--- config.mk ---
export PLATFORM = sky130hd
export DESIGN_NAME = div_unit_flat
export DESIGN_NICKNAME = d
export VERILOG_FILES = /design/src/rtl/div_unit_if.sv /design/src/rtl/div_unit.sv /design/src/flat_wrapper.sv
export SDC_FILE = /design/constraint.sdc
export NUM_CORES = 1
export LEC_CHECK = 0
export ABC_AREA = 1
export CORE_ASPECT_RATIO = 0.9
export CORE_UTILIZATION = 40
export DETAILED_ROUTE_END_ITERATION = 6
export MAX_ROUTING_LAYER = met4
export SKIP_CTS_REPAIR_TIMING = 1
export SLEW_MARGIN = 10
export SYNTH_ARGS = -nofsm -noshare
export SYNTH_HDL_FRONTEND = slang
export SYNTH_SLANG_ARGS = --single-unit
export TNS_END_PERCENT = 30
--- constraint.sdc ---
create_clock -name clk -period 4.8 [get_ports clk]
set_input_delay 1.2 -clock clk [delete_from_list [all_inputs] [get_ports clk]]
set_output_delay 1.2 -clock clk [all_outputs]
set_load 0.02 [all_outputs]
--- src/rtl/div_unit_if.sv ---
// Request/response bundle between the EXE stage and the divide unit.
// master drives operands and control; slave returns status and results.
interface div_unit_if;
    logic        div_start;
    logic        div_signed;
    logic [31:0] dividend;
    logic [31:0] divisor;
    logic        cancel;
    logic        busy;
    logic        done;
    logic [31:0] quotient;
    logic [31:0] remainder;

    modport master (
        output div_start, div_signed, dividend, divisor, cancel,
        input  busy, done, quotient, remainder
    );

    modport slave (
        input  div_start, div_signed, dividend, divisor, cancel,
        output busy, done, quotient, remainder
    );
endinterface

--- src/rtl/div_unit.sv ---
// Multi-cycle radix-2 restoring divider for DIV/DIVU.
// 32 iterations on magnitudes, sign fix-up applied when entering DONE.
module div_unit (
    input  logic       clk,
    input  logic       rst,
    div_unit_if.slave  bus
);
    typedef enum logic [1:0] {IDLE, CALC, DONE} state_t;

    state_t      state;
    state_t      state_nxt;
    logic        accept;
    logic [4:0]  count;
    logic [31:0] quo_r;
    logic [31:0] rem_r;
    logic [31:0] dvs_r;
    logic        neg_q;
    logic        neg_r;
    logic        dz;
    logic [31:0] a_mag;
    logic [31:0] b_mag;
    logic [32:0] shifted;
    logic [32:0] trial;
    logic        ge;
    logic [31:0] quo_nxt;
    logic [31:0] rem_nxt;
    logic [31:0] q_fin;
    logic [31:0] r_fin;

    assign accept = (state != CALC) & bus.div_start & ~bus.cancel;

    always_ff @(posedge clk) begin
        if (rst) state <= IDLE;
        else     state <= state_nxt;
    end

    always_comb begin
        state_nxt = state;
        bus.busy  = 1'b0;
        bus.done  = 1'b0;
        unique case (state)
            IDLE: if (accept) state_nxt = CALC;
            CALC: begin
                if (bus.cancel)        state_nxt = IDLE;
                else if (count == 5'd31) state_nxt = DONE;
            end
            DONE: state_nxt = accept ? CALC : IDLE;
            default: state_nxt = IDLE;
        endcase
        if (!rst) begin
            bus.busy = accept | (state == CALC);
            bus.done = (state == DONE);
        end
    end

    assign a_mag = (bus.div_signed & bus.dividend[31]) ? -bus.dividend : bus.dividend;
    assign b_mag = (bus.div_signed & bus.divisor[31])  ? -bus.divisor  : bus.divisor;

    // Partial remainder stays below the divisor, so a negative trial
    // always lands with bit 32 set and a positive one always below 2^32.
    assign shifted = {rem_r, quo_r[31]};
    assign trial   = shifted - {1'b0, dvs_r};
    assign ge      = ~trial[32];
    assign rem_nxt = ge ? trial[31:0] : shifted[31:0];
    assign quo_nxt = {quo_r[30:0], ge};

    assign q_fin = dz    ? 32'hFFFF_FFFF : (neg_q ? -quo_nxt : quo_nxt);
    assign r_fin = neg_r ? -rem_nxt : rem_nxt;

    always_ff @(posedge clk) begin
        if (rst) begin
            count         <= '0;
            quo_r         <= '0;
            rem_r         <= '0;
            dvs_r         <= '0;
            neg_q         <= 1'b0;
            neg_r         <= 1'b0;
            dz            <= 1'b0;
            bus.quotient  <= '0;
            bus.remainder <= '0;
        end else if (accept) begin
            count <= '0;
            quo_r <= a_mag;
            rem_r <= '0;
            dvs_r <= b_mag;
            neg_q <= bus.div_signed & (bus.dividend[31] ^ bus.divisor[31]);
            neg_r <= bus.div_signed & bus.dividend[31];
            dz    <= (bus.divisor == 32'd0);
        end else if (state == CALC && !bus.cancel) begin
            count <= count + 5'd1;
            quo_r <= quo_nxt;
            rem_r <= rem_nxt;
            if (count == 5'd31) begin
                bus.quotient  <= q_fin;
                bus.remainder <= r_fin;
            end
        end
    end
endmodule

--- src/flat_wrapper.sv ---
// flat-port wrapper written by rule: the top's interface ports become plain ports
module div_unit_flat 
  (clk, rst, bus_div_start, bus_div_signed, bus_dividend, bus_divisor, bus_cancel, bus_busy, bus_done, bus_quotient, bus_remainder);
  div_unit_if bus_i ();
  input  logic clk;
  input  logic rst;
  input wire logic [$bits(bus_i.div_start)-1:0] bus_div_start;
  input wire logic [$bits(bus_i.div_signed)-1:0] bus_div_signed;
  input wire logic [$bits(bus_i.dividend)-1:0] bus_dividend;
  input wire logic [$bits(bus_i.divisor)-1:0] bus_divisor;
  input wire logic [$bits(bus_i.cancel)-1:0] bus_cancel;
  output wire logic [$bits(bus_i.busy)-1:0] bus_busy;
  output wire logic [$bits(bus_i.done)-1:0] bus_done;
  output wire logic [$bits(bus_i.quotient)-1:0] bus_quotient;
  output wire logic [$bits(bus_i.remainder)-1:0] bus_remainder;
  assign bus_i.div_start = bus_div_start;
  assign bus_i.div_signed = bus_div_signed;
  assign bus_i.dividend = bus_dividend;
  assign bus_i.divisor = bus_divisor;
  assign bus_i.cancel = bus_cancel;
  assign bus_busy = bus_i.busy;
  assign bus_done = bus_i.done;
  assign bus_quotient = bus_i.quotient;
  assign bus_remainder = bus_i.remainder;
  div_unit u_core (.clk(clk), .rst(rst), .bus(bus_i));
endmodule
After elaboration in Yosys (flattened, before gate mapping)

Index checks and enable logic that the tools add are counted.

Add/sub/neg operators: 6
Bitwise gates (word level): 10
Equal/unequal tests: 6
Mux-type cells: 15
Reduce and logical (&&, ||, !) cells: 8

Operator list:

| kind                                                                   | number |
|---|---|
| 32-bit 2-to-1 mux                                                      | 8 |
| 32-bit negation                                                        | 4 |
| 33-bit by 32-bit subtractor with 33-bit output                         | 1 |
| 32-bit zero test                                                       | 1 |
| 2-bit 2-to-1 mux                                                       | 3 |
| 2-bit one-hot mux with 3 select lines                                  | 1 |
| 5-bit by 1-bit adder with 5-bit output (second input constant)         | 1 |
| 1-bit bitwise AND                                                      | 5 |
| 5-bit equality test (second input constant)                            | 1 |
| 2-bit by 1-bit != test with 1-bit output (second input constant)       | 2 |
| 1-bit 2-to-1 mux                                                       | 3 |
| 3-bit != test (second input constant)                                  | 1 |
| 1-bit inverter                                                         | 3 |
| 3-bit AND reduction                                                    | 1 |
| 2-bit by 1-bit equality test with 1-bit output (second input constant) | 1 |
| 2-bit equality test (second input constant)                            | 1 |
| 2-bit zero test                                                        | 1 |
| 2-bit AND reduction                                                    | 1 |
| 2-bit nonzero test                                                     | 1 |
| 2-bit OR reduction                                                     | 1 |
| 1-bit logical AND                                                      | 1 |
| 1-bit zero test                                                        | 1 |
| 1-bit OR                                                               | 1 |
| 1-bit bitwise XOR                                                      | 1 |

Word-level logic and storage cells: 55
Flip-flop bits (word level): 170
Output and inout port bits: 66
Input bits: 69

Longest topological paths before layout

Gate-level depths: netlist (run 1).

Depth after elaboration: 5
Mapped depth: 30
Depth with buffers taken out: 28

Least setup slack after synthesis (run 1)

Ideal clock, no wire load.

Kind: reg2reg
From: reg u_core.quo_r[31]
To: reg u_core.bus.quotient[30]
Slack: 0.919 ns
Arrival time: 3.763 ns
Setup time: 0.117 ns
Buffers on the path: 2
Cell stages (with the launch flop): 30
Period minus slack after synthesis: 3.881 ns
Data required time: 4.683 ns
Cells stage by stage: dfxtp_1 > inv_1 > ha_1 > inv_1 > fa_1 > nand2_1 > nand2_1 > nand3_1 > nand2_1 > nand2_1 > nand2_2 > nand2_4 > nand3_2 > nand2_4 > buf_6 > buf_6 > ha_1 > nand3_1 > nor3_1 > nand3_1 > nor3_1 > nand2_1 > nand2_1 > o21ai_0 > nor2_1 > o21a_1 > nand2_1 > xor2_1 > o221ai_1 > inv_1

Longest elaborated chain between the ends: 5

RTL lines:

| element                                        | line              | text |
|---|---|---|
| start: declaration                             | div_unit.sv:14    | `logic [31:0] quo_r;` |
| start signal: assignment                       | div_unit.sv:83    | `quo_r <= a_mag;` |
| start signal: assignment                       | div_unit.sv:91    | `quo_r <= quo_nxt;` |
| 33-bit by 32-bit subtractor with 33-bit output | div_unit.sv:62    | `assign trial = shifted - {1'b0, dvs_r};` |
| 1-bit inverter                                 | div_unit.sv:63    | `assign ge = ~trial[32];` |
| 32-bit negation                                | div_unit.sv:67    | `assign q_fin = dz ? 32'hFFFF_FFFF : (neg_q ? -quo_nxt : quo_nxt);` |
| 32-bit 2-to-1 mux (2 in series)                | div_unit.sv:67    |  |
| end signal: assignment                         | div_unit.sv:94    | `bus.quotient <= q_fin;` |
| end: declaration                               | div_unit_if.sv:21 | `output busy, done, quotient, remainder` |

No other way between the ends.
A chain may end at the register's enable or synchronous reset.

Final worst setup path (run 1)

Ends and elaborated chain as after synthesis.

==> metrics.md, run 1 <==
| Metric | Value |
|---|---|
| Pre-CTS setup slack | `0.522 ns` |
| Yosys Warn Count | `0` |
| Critical path buffers and inverters | `3` |
| Hold Path Depth | `2` |
| Clk pwr share | `0.288` |
| Tightest Pin Transition | `0.896 ns` |
| Switching power | `1.98 mW` |
| Die W | `188 um` |
| Most frequent cell on the critical path | `nand2_1` |
| Crit share post-route | `0.910` |
| Clock latency on the worst-skew pair | `0.45 ns` |
| Critical path depth | `27` |
| Power Dens Cells | `326 nW/um2` |
| Post-DP HPWL | `33700 um` |
| Setup TNS | `0 ns` |
| Final Skew | `0.0190 ns` |
| RSZ-0062 raised after global routing | `false` |
| Worst-path maximum fanout | `6` |
| Port Buf Inserts | `134` |
| Peak per-stage delay on the critical path | `0.41 ns` |
| Nets | `2232` |
| Ys flop type | `dfxtp_1` |
| Row count | `60` |
| Flop pwr share | `0.315` |
| Cell variety after synth | `53` |
| Vias in the first global route | `12286` |
| Hold Slack | `0.466 ns` |
| GR Util All Layers | `0.276` |
| R2R Setup Slk | `0.43 ns` |
| Core area | `30300 um2` |
| Comb power frac | `0.397` |
| Most frequent cells in the layout | `nand2_1, inv_1, nor2_1` |
| Final Critical Period | `4.37 ns` |
| R2R depth | `27` |
| Drt first pass iters | `7` |
| Final ANT Viol Nets | `0` |
| CP Launch Type | `flop` |
| CP top delay family | `simple AND/OR/NAND/NOR gates` |
| Area delta synth->final | `17.9%` |
| IO Pins | `135` |
| Syn Nets | `2134` |
| Design Power | `4.80 mW` |
| # H-tree levels | `4` |
| Internal | `2.82 mW` |
| Hold Crit Class | `flop to flop` |
| CTS Buffer Depth | `2` |
| Final Hold Vio Count | `0` |
| TritonCTS clock tree | `yes` |
| DRC violations left | `0` |
| DRT iter0 DRCs | `969` |
| Root buffer selected by CTS | `clkbuf_16` |
| Dpl cell area | `14100 um2` |
| Post-synth EDFFs | `0` |
| Die Footprint | `31900 um2` |
| Grt ovf | `0` |
| Clock-pin slew on the worst setup and hold paths | `0.07 ns` |
| Share of cells above drive strength 1 | `0.0487` |
| Post-Syn Area | `12500 um2` |
| Inst Count DP | `2508` |
| Worst setup EP type | `flop` |
| Avg WL per Cell | `16.8 um` |
| Sw frac | `0.412` |
| Post-layout util | `0.486` |
| Fillers | `3220` |
| CP arrival | `4.70 ns` |
| Status | `completed` |
| Register area share after synthesis | `0.273` |
| Ys async rst share | `0` |
| Final non-filler cell area | `14700 um2` |
| Final Max Slew Viols | `0` |
| Drt total wl | `42700 um` |
| Global-route wire length before repair | `66600 um` |
| Antenna diode count | `0` |
| Largest net degree at the start of global routing | `95` |
| Antenna violations before repair | `0` |
| Vias per std cell | `5.19` |
| VDD IR max | `295 uV` |
| Worst rel slew slack | `0.403` |
| Sink Count | `170` |
| Req. time, crit path | `5.13 ns` |
| DIE HEIGHT | `169 um` |
| FMAX | `0.229 GHz` |
| Final setup margin | `0.433 ns` |
| Slowest cell on crit path | `nor3_1` |
| Gpl congestion | `0.969` |
| Yosys reg bits | `170` |
| Initial Utilization | `0.412` |
| Mapped Cells | `2026` |
| Static Leakage | `7.12 nW` |
| Max-Cap Viols | `0` |
| Fin cells | `2539` |
| Synthesized area per cell | `6.15 um2` |
| CP Class | `flop to flop` |
| Commonest non-fill, non-tap cell in the layout | `nand2_1` |
| Final Setup Violations | `0` |
| Vias | `13188` |
| Number of CTS-inserted buffers | `17` |
==> cells in the mapped netlist, types with 8 or more instances <==
library cell	count	area (um2)
nand2_2	13	81.3
nand4_1	17	106
ha_1	38	475
inv_1	327	1230
buf_1	9	33.8
nand3_1	89	445
a31oi_1	13	81.3
o21bai_1	10	75.1
o211ai_1	25	188
clkbuf_1	55	206
xnor2_1	11	96.3
dfxtp_1	170	3400
nor2_2	9	56.3
nor2_1	184	691
xor2_1	63	552
o22ai_1	27	169
o221ai_1	28	245
nor3_1	34	170
a21oi_1	121	606
nor4_1	8	50.1
nand2_1	533	2000
o21ai_1	19	95.1
o21ai_0	143	716
==> state kept, by name (all words and copies together) (netlist names) <==
signal and flops:
u_core.dvs_r 32, u_core.neg_q 1, u_core.count 5, u_core.state 2
u_core.quo_r 32, u_core.dz 1, u_core.rem_r 32, u_core.neg_r 1
u_core.bus.quotient 32, u_core.bus.remainder 32
==> layer usage <==
layer / track usage / vias up / routed length (um)
li1: - / 6735 / -
met1: 0.368 / 6004 / 20300
met2: 0.433 / 398 / 19100
met3: 0.0380 / 51 / 2380
met4: 0.0778 / 0 / 926
met5: - / - / 0
==> path summary, 6_finish.rpt <==
kind | from | to
worst min-delay path | u_core.count[3]$_SDFFE_PP0P_ | u_core.count[3]$_SDFFE_PP0P_
worst max-delay path | u_core.quo_r[31]$_SDFFE_PP0P_ | u_core.bus.quotient[30]$_SDFFE_PP0P_
worst min register to register | u_core.count[3]$_SDFFE_PP0P_ | u_core.count[3]$_SDFFE_PP0P_
worst max register to register | u_core.quo_r[31]$_SDFFE_PP0P_ | u_core.bus.quotient[30]$_SDFFE_PP0P_
==> power by group through the flow <==
| stage | registers (mW) | clock network (mW) | logic (mW) |
|---|---|---|---|
| 2_1_floorplan | 1.52 | 0 | 1.38 |
| 3_3_place_gp | 1.54 | 0 | 1.89 |
| 3_5_place_dp | 1.54 | 0 | 1.89 |
| 4_1_cts | 1.51 | 1.40 | 1.89 |
| 5_1_grt | 1.51 | 1.46 | 2.13 |
| 6_report | 1.51 | 1.38 | 1.90 |
==> cell families (layout without fill, tap and decap cells) <==
| logic type | after synthesis | count (layout) | synth area share |
|---|---|---|---|
| AND/OR/NAND/NOR | 915 | 915 | 0.309 |
| buffers and inverters | 409 | 519 | 0.128 |
| AO/OA/AOI/OAI | 419 | 419 | 0.198 |
| flip-flops | 170 | 170 | 0.273 |
| adder cells (fa/ha/maj) | 39 | 39 | 0.0398 |
| XOR/XNOR | 74 | 74 | 0.0520 |
==> layout make-up <==
| class | count | area, um2 | share of cell area |
|---|---|---|---|
| Multi-Input combinational cell | 1447 | 7470 | 0.508 |
| Sequential cell | 170 | 3400 | 0.232 |
| Timing Repair Buffer | 153 | 1480 | 0.101 |
| Inverter | 335 | 1260 | 0.0856 |
| Tap cell | 403 | 504 | 0.0343 |
| Clock buffer | 23 | 488 | 0.0332 |
| Clock inverter | 8 | 86.3 | 0.00587 |
==> tightest hold or removal path: cells and delay by family (launching register included) <==
kind,cells,cell delay (ns)
simple gates,1,0.06
compound gates,1,0.05
flops,1,0.31
No activity file was read; power rests on OpenSTA's default activity.
==> run 2, diff against run 1 <==
--- a/config.mk
+++ b/config.mk
@@ -6,7 +6,7 @@
 export NUM_CORES = 1
 export LEC_CHECK = 0
 export ABC_AREA = 1
-export CORE_ASPECT_RATIO = 0.9
+export CORE_ASPECT_RATIO = 1.1
 export CORE_UTILIZATION = 40
 export DETAILED_ROUTE_END_ITERATION = 6
 export MAX_ROUTING_LAYER = met4
==> run 2 against run 1 <==
Worst hold slack worse by 0.0047 ns. Largest cell class unchanged. Utilization fell by 0.40 points. Critical path type unchanged. Largest power group unchanged. Sequential power is essentially flat. Critical endpoint unchanged. Cell area grew 0.31%. Clock power increased by 5%. Global-route usage increased by 2.0 points. Via count up 0.42%.
==> metrics.md, run 2 (synthesized netlist as in run 1, its figures left out) <==
| Metric | Value |
|---|---|
| Worst rel slew slack | `0.424` |
| Vias in the first global route | `12812` |
| Status | `completed` |
| Root buffer selected by CTS | `clkbuf_16` |
| CP Launch Type | `flop` |
| Grt ovf | `0` |
| Most frequent cell on the critical path | `nand2_1` |
| Final Critical Period | `4.14 ns` |
| Share of cells above drive strength 1 | `0.0496` |
| Worst-path maximum fanout | `6` |
| Antenna violations before repair | `0` |
| Power Dens Cells | `331 nW/um2` |
| Final Setup Violations | `0` |
| Hold path endpoint | `u_core.count[3]$_SDFFE_PP0P_` |
| VDD IR max | `240 uV` |
| Final Max Slew Viols | `0` |
| Number of CTS-inserted buffers | `17` |
| Hold Path Depth | `2` |
| Final setup margin | `0.658 ns` |
| Sink Count | `170` |
| FF+latch area | `3400 um2` |
| Crit share post-route | `0.863` |
| Worst setup EP type | `flop` |
| Area delta synth->final | `18.3%` |
| Hold Crit Class | `flop to flop` |
| Post-DP HPWL | `35400 um` |
| Slowest cell on crit path | `fa_1` |
| Peak per-stage delay on the critical path | `0.40 ns` |
| Drt total wl | `44500 um` |
| # H-tree levels | `4` |
| Global-route wire length before repair | `70100 um` |
| Setup TNS | `0 ns` |
| Pre-CTS setup slack | `0.582 ns` |
| Clock latency on the worst-skew pair | `0.46 ns` |
| Drt first pass iters | `5` |
| Nets | `2230` |
| Port Buf Inserts | `134` |
| Initial Utilization | `0.407` |
| CP Class | `flop to flop` |
| Vias per std cell | `5.20` |
| Core area | `30600 um2` |
| Antenna diode count | `0` |
| Vias | `13244` |
| Avg WL per Cell | `17.5 um` |
| Fillers | `3291` |
| Final Skew | `0.0116 ns` |
| DRT iter0 DRCs | `973` |
| TritonCTS clock tree | `yes` |
| DIE HEIGHT | `187 um` |
| CP top delay family | `simple AND/OR/NAND/NOR gates` |
| Req. time, crit path | `5.15 ns` |
| R2R depth | `27` |
| Most frequent cells in the layout | `nand2_1, inv_1, nor2_1` |
| Final ANT Viol Nets | `0` |
| CTS Buffer Depth | `2` |
| GR Util All Layers | `0.296` |
| RR Startpoint | `u_core.quo_r[31]$_SDFFE_PP0P_` |
| Tightest Pin Transition | `0.865 ns` |
| Clock-pin slew on the worst setup and hold paths | `0.07 ns` |
| FMAX | `0.241 GHz` |
| Row count | `67` |
| Largest net degree at the start of global routing | `95` |
| Die Footprint | `31900 um2` |
| CP arrival | `4.49 ns` |
| Area of the multi-input gates | `7480 um2` |
| RSZ-0062 raised after global routing | `false` |
| Static Leakage | `7.13 nW` |
| Worst R2R End | `u_core.bus.quotient[30]$_SDFFE_PP0P_` |
| Gpl congestion | `0.984` |
| Post-layout util | `0.482` |
| Final Hold Vio Count | `0` |
| IO Pins | `135` |
| DRC violations left | `0` |
| HP Start | `u_core.count[3]$_SDFFE_PP0P_` |
| Commonest non-fill, non-tap cell in the layout | `nand2_1` |
| R2R Setup Slk | `0.66 ns` |
| Die W | `170 um` |
| Critical path buffers and inverters | `3` |
| Max-Cap Viols | `0` |
run 2: cell count changes in the layout (fill, tap and decap cells not counted), sizes merged:
cell,previous run,this run
clkinvlp,3,1
inv,332,338
clkbuf,23,17
buf,19,17
clkinv,7,10
run 2: worst min-delay path: stages (launching register included):
cell and delay, ns:
dfxtp_1 0.31, nand2_1 0.06, a21oi_1 0.05
run 2: layout make-up:
cell class | count | area share
clock buffer | 17 | 0.0289
inverter | 335 | 0.0853
multi-input combinational | 1447 | 0.507
tap | 414 | 0.0351
sequential | 170 | 0.231
clock inverter | 15 | 0.0121
timing repair buffer | 151 | 0.101
run 2: routing by layer:
metal  up-vias  part of all wire  global-route usage
met5         -                 0                   -
met4         0             0.039               0.122
met3        77             0.037              0.0366
met2       336              0.51               0.522
met1      6091              0.42               0.335
li1       6740                 -                   -
run 2: how the worst max path moves through the flow:
stage	cells past startpoint	slack, ns	endpoint	start
after floorplan	29	0.92	u_core.bus.quotient[30]$_SDFFE_PP0P_	u_core.quo_r[31]$_SDFFE_PP0P_
after global placement	14	0.56	u_core.quo_r[30]$_SDFFE_PP0P_	bus_dividend[0]
after detailed placement	14	0.58	u_core.quo_r[30]$_SDFFE_PP0P_	bus_dividend[0]
after CTS	27	0.57	u_core.bus.quotient[30]$_SDFFE_PP0P_	u_core.quo_r[31]$_SDFFE_PP0P_
after global routing	27	0.13	u_core.bus.quotient[30]$_SDFFE_PP0P_	u_core.quo_r[31]$_SDFFE_PP0P_
final	27	0.66	u_core.bus.quotient[30]$_SDFFE_PP0P_	u_core.quo_r[31]$_SDFFE_PP0P_
run 2: power by group:
group	switching (mW)	total (mW)	internal [mW]
combinational	1.33	1.91	0.588
sequential	0.0492	1.51	1.46
clock	0.706	1.45	0.746
total	2.08	4.88	2.79
run 2: per-stage QoR:
stage	std cells	power (mW)	hold WS [ns]	area, um2
final	2549	4.88	0.462	14700
after global routing	2549	5.21	0.499	14700
after CTS	2549	4.90	0.468	14700
after detailed placement	2517	3.45	0.457	14100
after global placement	2517	3.45	0.449	14100
after floorplan	2026	2.90	0.429	12500
